## src/rtl/ex_mem_reg_if.sv

```systemverilog
// EX/MEM pipeline register bundle: EX-side fields in, MEM-side fields out.
// master drives the EX side and stall/flush; slave is the register itself.
interface ex_mem_reg_if #(
    parameter int WIDTH = 16,
    parameter int RD_W  = 3
);
    logic             stall;
    logic             flush;
    logic             ex_valid;
    logic [WIDTH-1:0] ex_alu_out;
    logic             ex_cout;
    logic             ex_v;
    logic             ex_lt;
    logic             ex_eq;
    logic             ex_gt;
    logic [3:0]       ex_opcod;
    logic [RD_W-1:0]  ex_rd;
    logic             ex_regwrite;
    logic             ex_memread;
    logic             ex_memwrite;
    logic [WIDTH-1:0] ex_store_data;
    logic [WIDTH-1:0] ex_br_target;
    logic [2:0]       ex_br_cond;

    logic             mem_valid;
    logic [WIDTH-1:0] mem_alu_out;
    logic [WIDTH-1:0] mem_store_data;
    logic [RD_W-1:0]  mem_rd;
    logic             mem_regwrite;
    logic             mem_memread;
    logic             mem_memwrite;
    logic             br_taken;
    logic [WIDTH-1:0] br_target;
    logic [4:0]       flags;
    logic [7:0]       ovf_count;
    logic             ovf_exc;

    modport master (
        output stall, flush, ex_valid, ex_alu_out, ex_cout, ex_v,
        output ex_lt, ex_eq, ex_gt, ex_opcod, ex_rd, ex_regwrite,
        output ex_memread, ex_memwrite, ex_store_data, ex_br_target,
        output ex_br_cond,
        input  mem_valid, mem_alu_out, mem_store_data, mem_rd,
        input  mem_regwrite, mem_memread, mem_memwrite, br_taken,
        input  br_target, flags, ovf_count, ovf_exc
    );

    modport slave (
        input  stall, flush, ex_valid, ex_alu_out, ex_cout, ex_v,
        input  ex_lt, ex_eq, ex_gt, ex_opcod, ex_rd, ex_regwrite,
        input  ex_memread, ex_memwrite, ex_store_data, ex_br_target,
        input  ex_br_cond,
        output mem_valid, mem_alu_out, mem_store_data, mem_rd,
        output mem_regwrite, mem_memread, mem_memwrite, br_taken,
        output br_target, flags, ovf_count, ovf_exc
    );
endinterface

```

## src/rtl/ex_mem_reg.sv

```systemverilog
// EX/MEM pipeline register with branch resolve, sticky ALU flags and
// saturating overflow counter. Define EXMEM_OVF_TRAP_EN to trap overflows.
module ex_mem_reg #(
    parameter int WIDTH = 16,
    parameter int RD_W  = 3
) (
    input logic           clk,
    input logic           rst,
    ex_mem_reg_if.slave   bus
);
    localparam logic [3:0] OP_ADDU = 4'b0000;
    localparam logic [3:0] OP_ADDS = 4'b0001;

    logic             valid_q, valid_d;
    logic [WIDTH-1:0] alu_out_q, alu_out_d;
    logic [WIDTH-1:0] store_data_q, store_data_d;
    logic [RD_W-1:0]  rd_q, rd_d;
    logic             regwrite_q, regwrite_d;
    logic             memread_q, memread_d;
    logic             memwrite_q, memwrite_d;
    logic             br_taken_q, br_taken_d;
    logic [WIDTH-1:0] br_target_q, br_target_d;
    logic [4:0]       flags_q, flags_d;
    logic [7:0]       ovf_count_q, ovf_count_d;
    logic             ovf_exc_q, ovf_exc_d;

    logic cond_met;
    logic arith_op;
    logic ovf_hit;
    logic trap;

    assign arith_op = bus.ex_valid &&
                      (bus.ex_opcod == OP_ADDU || bus.ex_opcod == OP_ADDS);
    assign ovf_hit  = bus.ex_valid && (bus.ex_opcod == OP_ADDS) && bus.ex_v;

`ifdef EXMEM_OVF_TRAP_EN
    assign trap = ovf_hit;
`else
    assign trap = 1'b0;
`endif

    // Branch condition select on the compare flags
    always_comb begin
        cond_met = 1'b0;
        unique case (bus.ex_br_cond)
            3'b000: cond_met = 1'b0;
            3'b001: cond_met = bus.ex_eq;
            3'b010: cond_met = !bus.ex_eq;
            3'b011: cond_met = bus.ex_lt;
            3'b100: cond_met = bus.ex_gt;
            3'b101: cond_met = bus.ex_lt || bus.ex_eq;
            3'b110: cond_met = bus.ex_gt || bus.ex_eq;
            3'b111: cond_met = 1'b1;
            default: cond_met = 1'b0;
        endcase
    end

    // Next-state: flush squashes controls, stall holds, otherwise load
    always_comb begin
        valid_d      = valid_q;
        alu_out_d    = alu_out_q;
        store_data_d = store_data_q;
        rd_d         = rd_q;
        regwrite_d   = regwrite_q;
        memread_d    = memread_q;
        memwrite_d   = memwrite_q;
        br_taken_d   = br_taken_q;
        br_target_d  = br_target_q;
        flags_d      = flags_q;
        ovf_count_d  = ovf_count_q;
        ovf_exc_d    = 1'b0;

        if (bus.flush) begin
            valid_d    = 1'b0;
            regwrite_d = 1'b0;
            memread_d  = 1'b0;
            memwrite_d = 1'b0;
            br_taken_d = 1'b0;
        end else if (!bus.stall) begin
            valid_d      = bus.ex_valid;
            alu_out_d    = bus.ex_alu_out;
            store_data_d = bus.ex_store_data;
            rd_d         = bus.ex_rd;
            regwrite_d   = bus.ex_valid && bus.ex_regwrite && !trap;
            memread_d    = bus.ex_valid && bus.ex_memread;
            memwrite_d   = bus.ex_valid && bus.ex_memwrite && !trap;
            br_taken_d   = bus.ex_valid && cond_met && !trap;
            br_target_d  = bus.ex_br_target;
            ovf_exc_d    = trap;
            if (arith_op) begin
                flags_d = {bus.ex_v, bus.ex_cout,
                           bus.ex_lt, bus.ex_eq, bus.ex_gt};
            end
            if (ovf_hit && ovf_count_q != 8'hFF) begin
                ovf_count_d = ovf_count_q + 8'd1;
            end
        end
    end

    // State register with synchronous reset
    always_ff @(posedge clk) begin
        if (rst) begin
            valid_q      <= 1'b0;
            alu_out_q    <= '0;
            store_data_q <= '0;
            rd_q         <= '0;
            regwrite_q   <= 1'b0;
            memread_q    <= 1'b0;
            memwrite_q   <= 1'b0;
            br_taken_q   <= 1'b0;
            br_target_q  <= '0;
            flags_q      <= '0;
            ovf_count_q  <= '0;
            ovf_exc_q    <= 1'b0;
        end else begin
            valid_q      <= valid_d;
            alu_out_q    <= alu_out_d;
            store_data_q <= store_data_d;
            rd_q         <= rd_d;
            regwrite_q   <= regwrite_d;
            memread_q    <= memread_d;
            memwrite_q   <= memwrite_d;
            br_taken_q   <= br_taken_d;
            br_target_q  <= br_target_d;
            flags_q      <= flags_d;
            ovf_count_q  <= ovf_count_d;
            ovf_exc_q    <= ovf_exc_d;
        end
    end

    assign bus.mem_valid      = valid_q;
    assign bus.mem_alu_out    = alu_out_q;
    assign bus.mem_store_data = store_data_q;
    assign bus.mem_rd         = rd_q;
    assign bus.mem_regwrite   = regwrite_q;
    assign bus.mem_memread    = memread_q;
    assign bus.mem_memwrite   = memwrite_q;
    assign bus.br_taken       = br_taken_q;
    assign bus.br_target      = br_target_q;
    assign bus.flags          = flags_q;
    assign bus.ovf_count      = ovf_count_q;
    assign bus.ovf_exc        = ovf_exc_q;
endmodule

```

## src/flat_wrapper.sv

```systemverilog
// flat-port wrapper written by rule: the top's interface ports become plain ports
module ex_mem_reg_flat 
#(
    parameter int WIDTH = 16,
    parameter int RD_W  = 3
)
  (clk, rst, bus_stall, bus_flush, bus_ex_valid, bus_ex_alu_out, bus_ex_cout, bus_ex_v, bus_ex_lt, bus_ex_eq, bus_ex_gt, bus_ex_opcod, bus_ex_rd, bus_ex_regwrite, bus_ex_memread, bus_ex_memwrite, bus_ex_store_data, bus_ex_br_target, bus_ex_br_cond, bus_mem_valid, bus_mem_alu_out, bus_mem_store_data, bus_mem_rd, bus_mem_regwrite, bus_mem_memread, bus_mem_memwrite, bus_br_taken, bus_br_target, bus_flags, bus_ovf_count, bus_ovf_exc);
  ex_mem_reg_if #(.WIDTH(WIDTH), .RD_W(RD_W)) bus_i ();
  input logic clk;
  input logic rst;
  input wire logic [$bits(bus_i.stall)-1:0] bus_stall;
  input wire logic [$bits(bus_i.flush)-1:0] bus_flush;
  input wire logic [$bits(bus_i.ex_valid)-1:0] bus_ex_valid;
  input wire logic [$bits(bus_i.ex_alu_out)-1:0] bus_ex_alu_out;
  input wire logic [$bits(bus_i.ex_cout)-1:0] bus_ex_cout;
  input wire logic [$bits(bus_i.ex_v)-1:0] bus_ex_v;
  input wire logic [$bits(bus_i.ex_lt)-1:0] bus_ex_lt;
  input wire logic [$bits(bus_i.ex_eq)-1:0] bus_ex_eq;
  input wire logic [$bits(bus_i.ex_gt)-1:0] bus_ex_gt;
  input wire logic [$bits(bus_i.ex_opcod)-1:0] bus_ex_opcod;
  input wire logic [$bits(bus_i.ex_rd)-1:0] bus_ex_rd;
  input wire logic [$bits(bus_i.ex_regwrite)-1:0] bus_ex_regwrite;
  input wire logic [$bits(bus_i.ex_memread)-1:0] bus_ex_memread;
  input wire logic [$bits(bus_i.ex_memwrite)-1:0] bus_ex_memwrite;
  input wire logic [$bits(bus_i.ex_store_data)-1:0] bus_ex_store_data;
  input wire logic [$bits(bus_i.ex_br_target)-1:0] bus_ex_br_target;
  input wire logic [$bits(bus_i.ex_br_cond)-1:0] bus_ex_br_cond;
  output wire logic [$bits(bus_i.mem_valid)-1:0] bus_mem_valid;
  output wire logic [$bits(bus_i.mem_alu_out)-1:0] bus_mem_alu_out;
  output wire logic [$bits(bus_i.mem_store_data)-1:0] bus_mem_store_data;
  output wire logic [$bits(bus_i.mem_rd)-1:0] bus_mem_rd;
  output wire logic [$bits(bus_i.mem_regwrite)-1:0] bus_mem_regwrite;
  output wire logic [$bits(bus_i.mem_memread)-1:0] bus_mem_memread;
  output wire logic [$bits(bus_i.mem_memwrite)-1:0] bus_mem_memwrite;
  output wire logic [$bits(bus_i.br_taken)-1:0] bus_br_taken;
  output wire logic [$bits(bus_i.br_target)-1:0] bus_br_target;
  output wire logic [$bits(bus_i.flags)-1:0] bus_flags;
  output wire logic [$bits(bus_i.ovf_count)-1:0] bus_ovf_count;
  output wire logic [$bits(bus_i.ovf_exc)-1:0] bus_ovf_exc;
  assign bus_i.stall = bus_stall;
  assign bus_i.flush = bus_flush;
  assign bus_i.ex_valid = bus_ex_valid;
  assign bus_i.ex_alu_out = bus_ex_alu_out;
  assign bus_i.ex_cout = bus_ex_cout;
  assign bus_i.ex_v = bus_ex_v;
  assign bus_i.ex_lt = bus_ex_lt;
  assign bus_i.ex_eq = bus_ex_eq;
  assign bus_i.ex_gt = bus_ex_gt;
  assign bus_i.ex_opcod = bus_ex_opcod;
  assign bus_i.ex_rd = bus_ex_rd;
  assign bus_i.ex_regwrite = bus_ex_regwrite;
  assign bus_i.ex_memread = bus_ex_memread;
  assign bus_i.ex_memwrite = bus_ex_memwrite;
  assign bus_i.ex_store_data = bus_ex_store_data;
  assign bus_i.ex_br_target = bus_ex_br_target;
  assign bus_i.ex_br_cond = bus_ex_br_cond;
  assign bus_mem_valid = bus_i.mem_valid;
  assign bus_mem_alu_out = bus_i.mem_alu_out;
  assign bus_mem_store_data = bus_i.mem_store_data;
  assign bus_mem_rd = bus_i.mem_rd;
  assign bus_mem_regwrite = bus_i.mem_regwrite;
  assign bus_mem_memread = bus_i.mem_memread;
  assign bus_mem_memwrite = bus_i.mem_memwrite;
  assign bus_br_taken = bus_i.br_taken;
  assign bus_br_target = bus_i.br_target;
  assign bus_flags = bus_i.flags;
  assign bus_ovf_count = bus_i.ovf_count;
  assign bus_ovf_exc = bus_i.ovf_exc;
  ex_mem_reg #(.WIDTH(WIDTH), .RD_W(RD_W)) u_core (.clk(clk), .rst(rst), .bus(bus_i));
endmodule
```

## config.mk

```make
export PLATFORM = sky130hd
export DESIGN_NAME = ex_mem_reg_flat
export DESIGN_NICKNAME = d
export VERILOG_FILES = /design/src/rtl/ex_mem_reg_if.sv /design/src/rtl/ex_mem_reg.sv /design/src/flat_wrapper.sv
export SDC_FILE = /design/constraint.sdc
export NUM_CORES = 1
export LEC_CHECK = 0
export CAP_MARGIN = 20
export CORE_UTILIZATION = 30
export CTS_CLUSTER_DIAMETER = 30
export DETAILED_ROUTE_END_ITERATION = 10
export HOLD_SLACK_MARGIN = 0.06
export PLACE_DENSITY = 0.66
export SLEW_MARGIN = 25
export SYNTH_ARGS = -nofsm -noshare
export SYNTH_HDL_FRONTEND = slang
export SYNTH_SLANG_ARGS = --single-unit
```

## constraint.sdc

```tcl
create_clock -name clk -period 1.8 [get_ports clk]
set_input_delay 0.27 -clock clk [delete_from_list [all_inputs] [get_ports clk]]
set_output_delay 0.27 -clock clk [all_outputs]
set_load 0.1 [all_outputs]
```

==> results of run 1 <==
[logic make-up (layout without fill, tap and decap cells)]
kind of cell	count (synthesis)	in the layout	share of synthesized area
flops	69	69	0.534
compound gates	78	78	0.162
simple gates	148	149	0.255
other cells	1	1	0.00145
fa+ha+maj	1	1	0.00484
mux	1	1	0.00435
buf+inv	25	169	0.0382
[per-stage QoR]
stage	setup slack, ns	cells	cell area [µm²]	hold slack [ns]
final	0.00921	573	4320	0.363
after global routing	-0.0240	573	4320	0.354
after CTS	0.0445	571	4280	0.343
after detailed placement	-0.390	555	3980	0.448
after global placement	-0.363	555	3980	0.443
after floorplan	0.00842	323	2590	0.406
[worst register-to-register path, stage by stage (launching register included)]
cell     delay [ns]
dfxtp_2        0.35
ha_1           0.27
and4_1         0.27
or4_1          0.48
a21oi_1        0.15
[Yosys cell counts, types with 2 or more instances]
master / count
nand2_1: 112
nor2b_1: 2
a22oi_1: 3
nor2_1: 6
or4_1: 5
o41ai_1: 2
o21ai_0: 2
o31ai_1: 3
and4_1: 2
nand3_1: 8
clkbuf_1: 21
dfxtp_1: 69
a21oi_1: 65
or2_2: 2
nand2b_1: 3
[power by group]
part / switching (mW) / internal (mW)
registers: 0.0286 / 1.58
clock network: 0.587 / 1.24
logic: 0.574 / 0.263
total: 1.19 / 3.08
[final timing paths]
check,end,from
min,u_core.bus.mem_valid$_SDFFE_PP0N_,rst
max,u_core.bus.ovf_count[4]$_SDFFE_PP0P_,bus_ex_opcod[2]
max reg2reg,u_core.bus.ovf_count[3]$_SDFFE_PP0P_,u_core.bus.ovf_count[0]$_SDFFE_PP0P_
min reg2reg,u_core.bus.mem_alu_out[9]$_SDFFE_PP0P_,u_core.bus.mem_alu_out[9]$_SDFFE_PP0P_
[layer usage]
metal  GRT usage  vias up  share of wire
met5           0        -              0
met4      0.0417        0         0.0076
met3      0.0709        6          0.077
met2       0.286       96           0.50
met1       0.189     1230           0.42
li1            -     1361              -
[final cells by class]
cell class,count,area share
Multi-Input combinational cell,230,0.267
Clock buffer,10,0.0318
Timing Repair Buffer,152,0.313
Sequential cell,69,0.321
Clock inverter,6,0.0365
Inverter,1,0.000868
Tap cell,105,0.0304
[state kept, by name, indices dropped and copies added, names as in the netlist]
register,flops
u_core.bus.mem_valid,1
u_core.bus.mem_rd,3
u_core.bus.flags,5
u_core.bus.br_taken,1
u_core.bus.mem_store_data,16
u_core.bus.br_target,16
u_core.bus.mem_alu_out,16
u_core.bus.mem_memread,1
u_core.bus.mem_regwrite,1
u_core.bus.ovf_count,8
u_core.bus.mem_memwrite,1
[repair_timing]
item	in CTS	in global routing
buffers inserted	0	1
setup endpoints to repair	2	7
gates resized for setup	1	5
hold buffers	0	0
cloned	0	1
pin swaps	0	2
==> impl_metrics.ini, run 1 <==
[status]
run_status = complete, no violations

[timing]
skew_ns = 0.0108
worstMarginPinSlew_ns = 0.713
hold_viol_final = 0
layout_min_cycle_time_ns = 1.79
clock.fmax_mhz = 558
slew_headroom = 0.525
setup_viol = 0
min_period_over_period = 0.995
finalSetupTns_ns = 0
slew_viol_final = 0

[routing]
viasPerCell = 4.70
routedWlPerCell_um = 12.9
dr.pass1.iters = 6
drc = 0
wl_mm = 7.40
drt_iter0_drc = 99
final_antenna_net_count = 0
vias = 2693

[finish]
drive_gt1_frac = 0.250
layout.cells.most_common_list = nand2_1 (112), buf_4 (79), clkdlybuf4s50_1 (68)
final-seq-area_mm2 = 0.00139
fin_util = 0.521
fin_nets = 535
num-fill-cells = 815
multi_input_area_mm2 = 0.00115
syn_to_final_growth_pct = 67.2
final_common_cell = nand2_1
diodes = 0

[global_route]
grt_start_max_net_pins = 66
grt_antenna_before_repair = 0
grt_overflow = 0
grt_pass1_vias = 2465
track_usage = 0.166
grt_pass1_wl_mm = 11.6

[die]
num_rows = 33
die_x_um = 94.9
core-area_mm2 = 0.00830
ioPinCount = 141
die_area_mm2 = 0.00900
die_h_um = 94.9
initial_utilization = 0.312

[critical_path]
cp_max_fo = 6
crit_type = in -> reg
slowest_delay_ns = 0.56
ff2ff_setup_slack_ns = 0.21
crit_slowest_cell = or4_1
cp_top_family = simple AND/OR/NAND/NOR gates
ff2ff_path_depth = 4
cp-end-kind = flop
cp.buffers_inverters = 1
cp.required_ns = 2.06
cp-start-kind = primary input
cp_cell_sequence = clkdlybuf4s50_1, nor4_4, nand4_4, or4_1, a21oi_1
crit_arrival_ns = 2.05
crit_cells = 5

[power_and_ir_drop]
finalPower_mw = 4.27
leakagePower_nw = 1.73
ir_drop_uv = 476
powerDensity_mw_per_mm2 = 989

[synthesis]
synth_area_leaders = dfxtp_1 (53%), nand2_1 (16%), a21oi_1 (13%)
yosys_warnings = 0
synth_top_cell_area_share = 0.534
yosysUniqueCellTypes = 33
synth.avg_cell_area_um2 = 8.01
yosysTopAreaCell = dfxtp_1
synthArstFlopShare = 0
syn_area_mm2 = 0.00259
ys_seq_area_frac = 0.534
synth_edf_count = 0
synth_top_flop_cell = dfxtp_1
ys_ff_latch = 69
syn_inst = 323
syn-num-nets = 395

[clock_network]
cts_tree = built
path_clk_slew_ns = 0.08
clockBufferDepth = 2
cts_buffers = 9
clock_latency_ns = 0.34
clock_sinks = 69
cts-root-buf = clkbuf_8
htree_levels = 3

[hold_path]
hold_path.class = in -> reg
min_path_cells = 4

[place]
portBuffers = 139
place_hpwl_mm = 4.95
place.gp.congestion = 0.744

[run]
cap_violations = 0
(Power assumes the default switching activity.)
==> run 2, diff against run 1 <==
Settings changed: CORE_MARGIN from default to 3, TNS_END_PERCENT from default to 1.
==> run 2 against run 1 <==
  * Worst hold slack got worse by 0.024 ns
  * Final area fell by 2.3%
  * Maximum frequency grew 3.9%
  * Global-route usage decreased by 2.1 points
  * Wire length shrank 1.5%
  * First-iteration DRC count fell by 5.1%
  * Largest cell class unchanged
  * Worst setup slack improved by 0.068 ns
  * Flip-flop and latch count unchanged
  * Non-clock buffer count is 3 lower
==> impl_metrics.ini, run 2 (synthesized netlist as in run 1, its figures left out) <==
[finish]
syn_to_final_growth_pct = 63.3
layout.cells.non_filler = 569
multi_input_area_mm2 = 0.00112
diodes = 0
layout.cells.most_common_list = nand2_1 (112), buf_4 (76), clkdlybuf4s50_1 (69)
final_common_cell = nand2_1
fin_nets = 531
final-seq-area_mm2 = 0.00139
num-fill-cells = 791
drive_gt1_frac = 0.237
fin_util = 0.509

[timing]
clock.fmax_mhz = 580
slew_headroom = 0.537
whs_ns = 0.340
slew_viol_final = 0
worstMarginPinSlew_ns = 0.695
hold_viol_final = 0
setup_viol = 0
rsz0062_at_grt = no
min_period_over_period = 0.957
layout_min_cycle_time_ns = 1.72
skew_ns = 0.00485

[global_route]
track_usage = 0.145
grt_pass1_wl_mm = 11.6
grt_antenna_before_repair = 0
grt_overflow = 0
grt_start_max_net_pins = 66
grt_pass1_vias = 2385

[routing]
wl_mm = 7.28
final_antenna_net_count = 0
routedWlPerCell_um = 12.8
vias = 2625
drt_iter0_drc = 94
drc = 0
dr.pass1.iters = 4
viasPerCell = 4.61

[critical_path]
crit_arrival_ns = 1.98
cp-end-kind = flop
cp-start-kind = primary input
cp.required_ns = 2.06
crit_type = in -> reg
cp_max_fo = 4

[place]
portBuffers = 139
place.gp.congestion = 0.749
dp_cells = 553
place_hpwl_mm = 5.15

[clock_network]
clockBufferDepth = 2
cts-root-buf = clkbuf_8
cts_buffers = 9
clock_sinks = 69
hold_buffers = 0
cts_tree = built
path_clk_slew_ns = 0.07
clock_latency_ns = 0.33
htree_levels = 3

[power_and_ir_drop]
ir_drop_uv = 422
switchingPower_mw = 1.18
power_frac_clock = 0.387
seq_power_share = 0.404
powerDensity_mw_per_mm2 = 943
p_sw_frac = 0.297
combPwrFrac = 0.209
intPower_mw = 2.80
leakagePower_nw = 1.67

[die]
core-area_mm2 = 0.00830
die_area_mm2 = 0.00977
die_x_um = 98.9
initial_utilization = 0.312
die_h_um = 98.9
ioPinCount = 141
num_rows = 33

[run]
cap_violations = 0

[status]
run_status = complete, no violations

[hold_path]
hold_path.class = in -> reg
==> run 2: cell types whose count changed in the layout (fill, tap and decap cells not counted), sizes merged <==
cell,before,now
clkinv,0,1
dlymetal6s2s,1,0
clkinvlp,1,2
buf,83,80
bufinv,5,3
nand4,2,1
clkdlybuf4s50,68,69
==> run 2: metal layers <==
metal / vias up / share of wire / global-route usage
met5: - / 0 / 0
met4: 0 / 0.0076 / 0.0378
met3: 6 / 0.086 / 0.0701
met2: 81 / 0.49 / 0.238
met1: 1188 / 0.42 / 0.170
li1: 1350 / - / -
==> run 2: final timing paths <==
path | startpoint | depth (start not counted) | slack, ns | endpoint
setup / recovery | bus_flush | 4 | 0.08 | u_core.bus.br_taken$_SDFFE_PP0N_
hold reg to reg | u_core.bus.mem_alu_out[3]$_SDFFE_PP0P_ | 2 | 0.45 | u_core.bus.mem_alu_out[3]$_SDFFE_PP0P_
setup reg to reg | u_core.bus.ovf_count[0]$_SDFFE_PP0P_ | 4 | 0.21 | u_core.bus.ovf_count[3]$_SDFFE_PP0P_
hold / removal | rst | 4 | 0.34 | u_core.bus.mem_memread$_SDFFE_PP0N_
==> run 2: stage by stage <==
| stage | setup WS [ns] | area (µm²) | setup TNS, ns | power (mW) |
|---|---|---|---|---|
| 2_1_floorplan | 0.00842 | 2590 | 0 | 2.18 |
| 3_3_place_gp | -0.383 | 3960 | -3.13 | 2.48 |
| 3_5_place_dp | -0.414 | 3960 | -3.38 | 2.48 |
| 4_1_cts | 0.0334 | 4220 | 0 | 4.04 |
| 5_1_grt | 0.0176 | 4220 | 0 | 4.15 |
| 6_report | 0.0769 | 4220 | 0 | 3.98 |
==> run 2: cell type report <==
| cell class | instances | share of cell area |
|---|---|---|
| flip-flops and latches | 69 | 0.329 |
| repair buffers | 149 | 0.314 |
| multi-input cells | 229 | 0.266 |
| clock buffers | 10 | 0.0326 |
| well taps | 105 | 0.0311 |
| clock inverters | 6 | 0.0261 |
| inverters | 1 | 0.000889 |
==> run 2: timing repair <==
action | 4_1_cts | 5_1_grt
resized for setup | 1 | 1
setup buffers | 0 | 0
pin swaps | 1 | 0
setup endpoints to repair | 7 | 1
==> run 2: power groups by stage <==
stage                     Clock, mW  Sequential (mW)  Combinational [mW]
after CTS                      1.59             1.61               0.839
after floorplan                   0             2.04               0.140
after detailed placement          0             1.65               0.837
after global placement            0             1.64               0.832
after global routing           1.66             1.62               0.872
final                          1.54             1.61               0.833
==> run 2: worst max-delay path, stage by stage <==
cell and delay (ns):
clkdlybuf4s50_1 0.54, or2_2 0.36, or4b_2 0.64, o22ai_1 0.17
==> run 3, diff against run 2 <==
Settings changed: CELL_PAD_IN_SITES_DETAIL_PLACEMENT from default to 1, CELL_PAD_IN_SITES_GLOBAL_PLACEMENT from default to 2, CORE_UTILIZATION 30 to 18, PLACE_DENSITY 0.66 to 0.74.
==> run 3 against run 2 <==
  * First-iteration DRC count down 27%
  * Core utilization down 19 points
  * Clock skew decreased by 0.0026 ns
  * Maximum frequency is 2.8% lower
  * Sequential share of layout area shrank 1.8 points
  * Clock-buffer cell count up 4
  * Via count up 3.6%
  * Worst hold slack improved by 0.021 ns
  * Die area rose by 62%
  * Flip-flop and latch count unchanged
  * Wire length rose by 27%
  * Critical path type unchanged
  * Critical endpoint is now u_core.bus.ovf_count[2]$_SDFFE_PP0P_
  * Largest power group is now the clock network
==> impl_metrics.ini, run 3 (synthesized netlist as in run 1, its figures left out) <==
[critical_path]
slowest_delay_ns = 0.47
cp_top_family = simple AND/OR/NAND/NOR gates
cp-start-kind = primary input
crit_type = in -> reg
crit_slowest_cell = or4_1
cp_cell_sequence = clkdlybuf4s50_1, nor2b_1, nand4_4, buf_6, or4_1, a21oi_1
cp.buffers_inverters = 2
cp_max_fo = 7
cp-end-kind = flop
cp.required_ns = 2.05
crit_arrival_ns = 2.02

[clock_network]
cts_tree = built
path_clk_slew_ns = 0.05
clock_sinks = 69
clockBufferDepth = 2
htree_levels = 3
cts_buffers = 9
cts-root-buf = clkbuf_16
clock_latency_ns = 0.33

[timing]
hold_viol_final = 0
layout_min_cycle_time_ns = 1.77
fin_ws_ns = 0.0282
clock.fmax_mhz = 564
min_period_over_period = 0.984
setup_viol = 0
slew_viol_final = 0
worstMarginPinSlew_ns = 0.741
skew_ns = 0.00229
whs_ns = 0.360
slew_headroom = 0.506

[place]
place_hpwl_mm = 6.36
place.gp.congestion = 0.802
place_ws_ns = -0.439
portBuffers = 139

[finish]
num-fill-cells = 1671
syn_to_final_growth_pct = 72.9
diodes = 0
fin_util = 0.320
layout.cells.most_common_list = nand2_1 (112), buf_4 (74), a21oi_1 (65), clkdlybuf4s50_1 (65), dfxtp_1 (63)
drive_gt1_frac = 0.239
fin_nets = 536
final_common_cell = nand2_1

[die]
ioPinCount = 141
die_area_mm2 = 0.0158
num_rows = 43
initial_utilization = 0.185
die_x_um = 126
core-area_mm2 = 0.0140
die_h_um = 126

[routing]
viasPerCell = 4.20
drc = 0
wl_mm = 9.24
routedWlPerCell_um = 14.3
final_antenna_net_count = 0
vias = 2719
top_layer = met4
wl_met2_mm = 4.26
wl_met3_um = 803
wl_met1_mm = 4.07
drt_iter0_drc = 69
dr.pass1.iters = 4

[global_route]
grt_overflow = 0
grt_pass1_wl_mm = 14.6
grt_antenna_before_repair = 0
track_usage = 0.115
grt_start_max_net_pins = 66
grt_pass1_vias = 2900

[power_and_ir_drop]
powerDensity_mw_per_mm2 = 922
finalPower_mw = 4.12
ir_drop_uv = 686
leakagePower_nw = 1.77

[run]
cap_violations = 0

[status]
run_status = complete, no violations

[hold_path]
hold_path.class = in -> reg
## run 3: report_power, final
| part | leakage (nW) | internal, mW | switching (mW) |
|---|---|---|---|
| clock | 0.139 | 1.04 | 0.620 |
| combinational | 1.07 | 0.268 | 0.582 |
| sequential | 0.565 | 1.58 | 0.0296 |
| total | 1.77 | 2.89 | 1.23 |
## run 3: final timing paths
kind	startpoint	to	slack [ns]	cells after the start
worst max-delay path	bus_ex_valid	u_core.bus.ovf_count[2]$_SDFFE_PP0P_	0.03	6
worst min-delay path	rst	u_core.bus.mem_memread$_SDFFE_PP0N_	0.36	4
worst max register to register	u_core.bus.ovf_count[0]$_SDFFE_PP0P_	u_core.bus.ovf_count[3]$_SDFFE_PP0P_	0.18	4
worst min register to register	u_core.bus.mem_alu_out[8]$_SDFFE_PP0P_	u_core.bus.mem_alu_out[8]$_SDFFE_PP0P_	0.46	2
## run 3: area by class of cell
class / count / area, µm² / area share
clock buffers: 14 / 274 / 0.0613
repair buffers: 154 / 1440 / 0.323
well taps: 180 / 225 / 0.0504
multi-input cells: 229 / 1130 / 0.253
clock inverters: 1 / 5.00 / 0.00112
flip-flops and latches: 69 / 1390 / 0.311
inverters: 1 / 3.75 / 0.000840
## run 3: per-layer routing
metal | track usage | up-vias
li1 | - | 1362
met1 | 0.134 | 1250
met2 | 0.188 | 99
met3 | 0.0581 | 8
met4 | 0.0290 | 0
met5 | 0 | -
## run 3: what timing repair did
item | CTS | global route
pin swaps | 1 | 2
endpoints found under the hold margin | 0 | 0
gates resized for setup | 1 | 9
hold buffers | 0 | 0
setup endpoints to repair | 8 | 8
buffers inserted | 0 | 3
## run 3: worst register-to-register path: stages, from the launching register on
cell,delay (ns)
dfxtp_2,0.35
ha_1,0.27
and4_1,0.28
or4_1,0.48
a21oi_1,0.16
## run 3: metrics by stage
stage | std cells | instance area, µm² | setup TNS, ns
final | 648 | 4470 | 0
after global routing | 648 | 4470 | -0.00810
after CTS | 645 | 4420 | 0
after detailed placement | 630 | 4140 | -3.62
after global placement | 630 | 4140 | -3.18
after floorplan | 323 | 2590 | 0
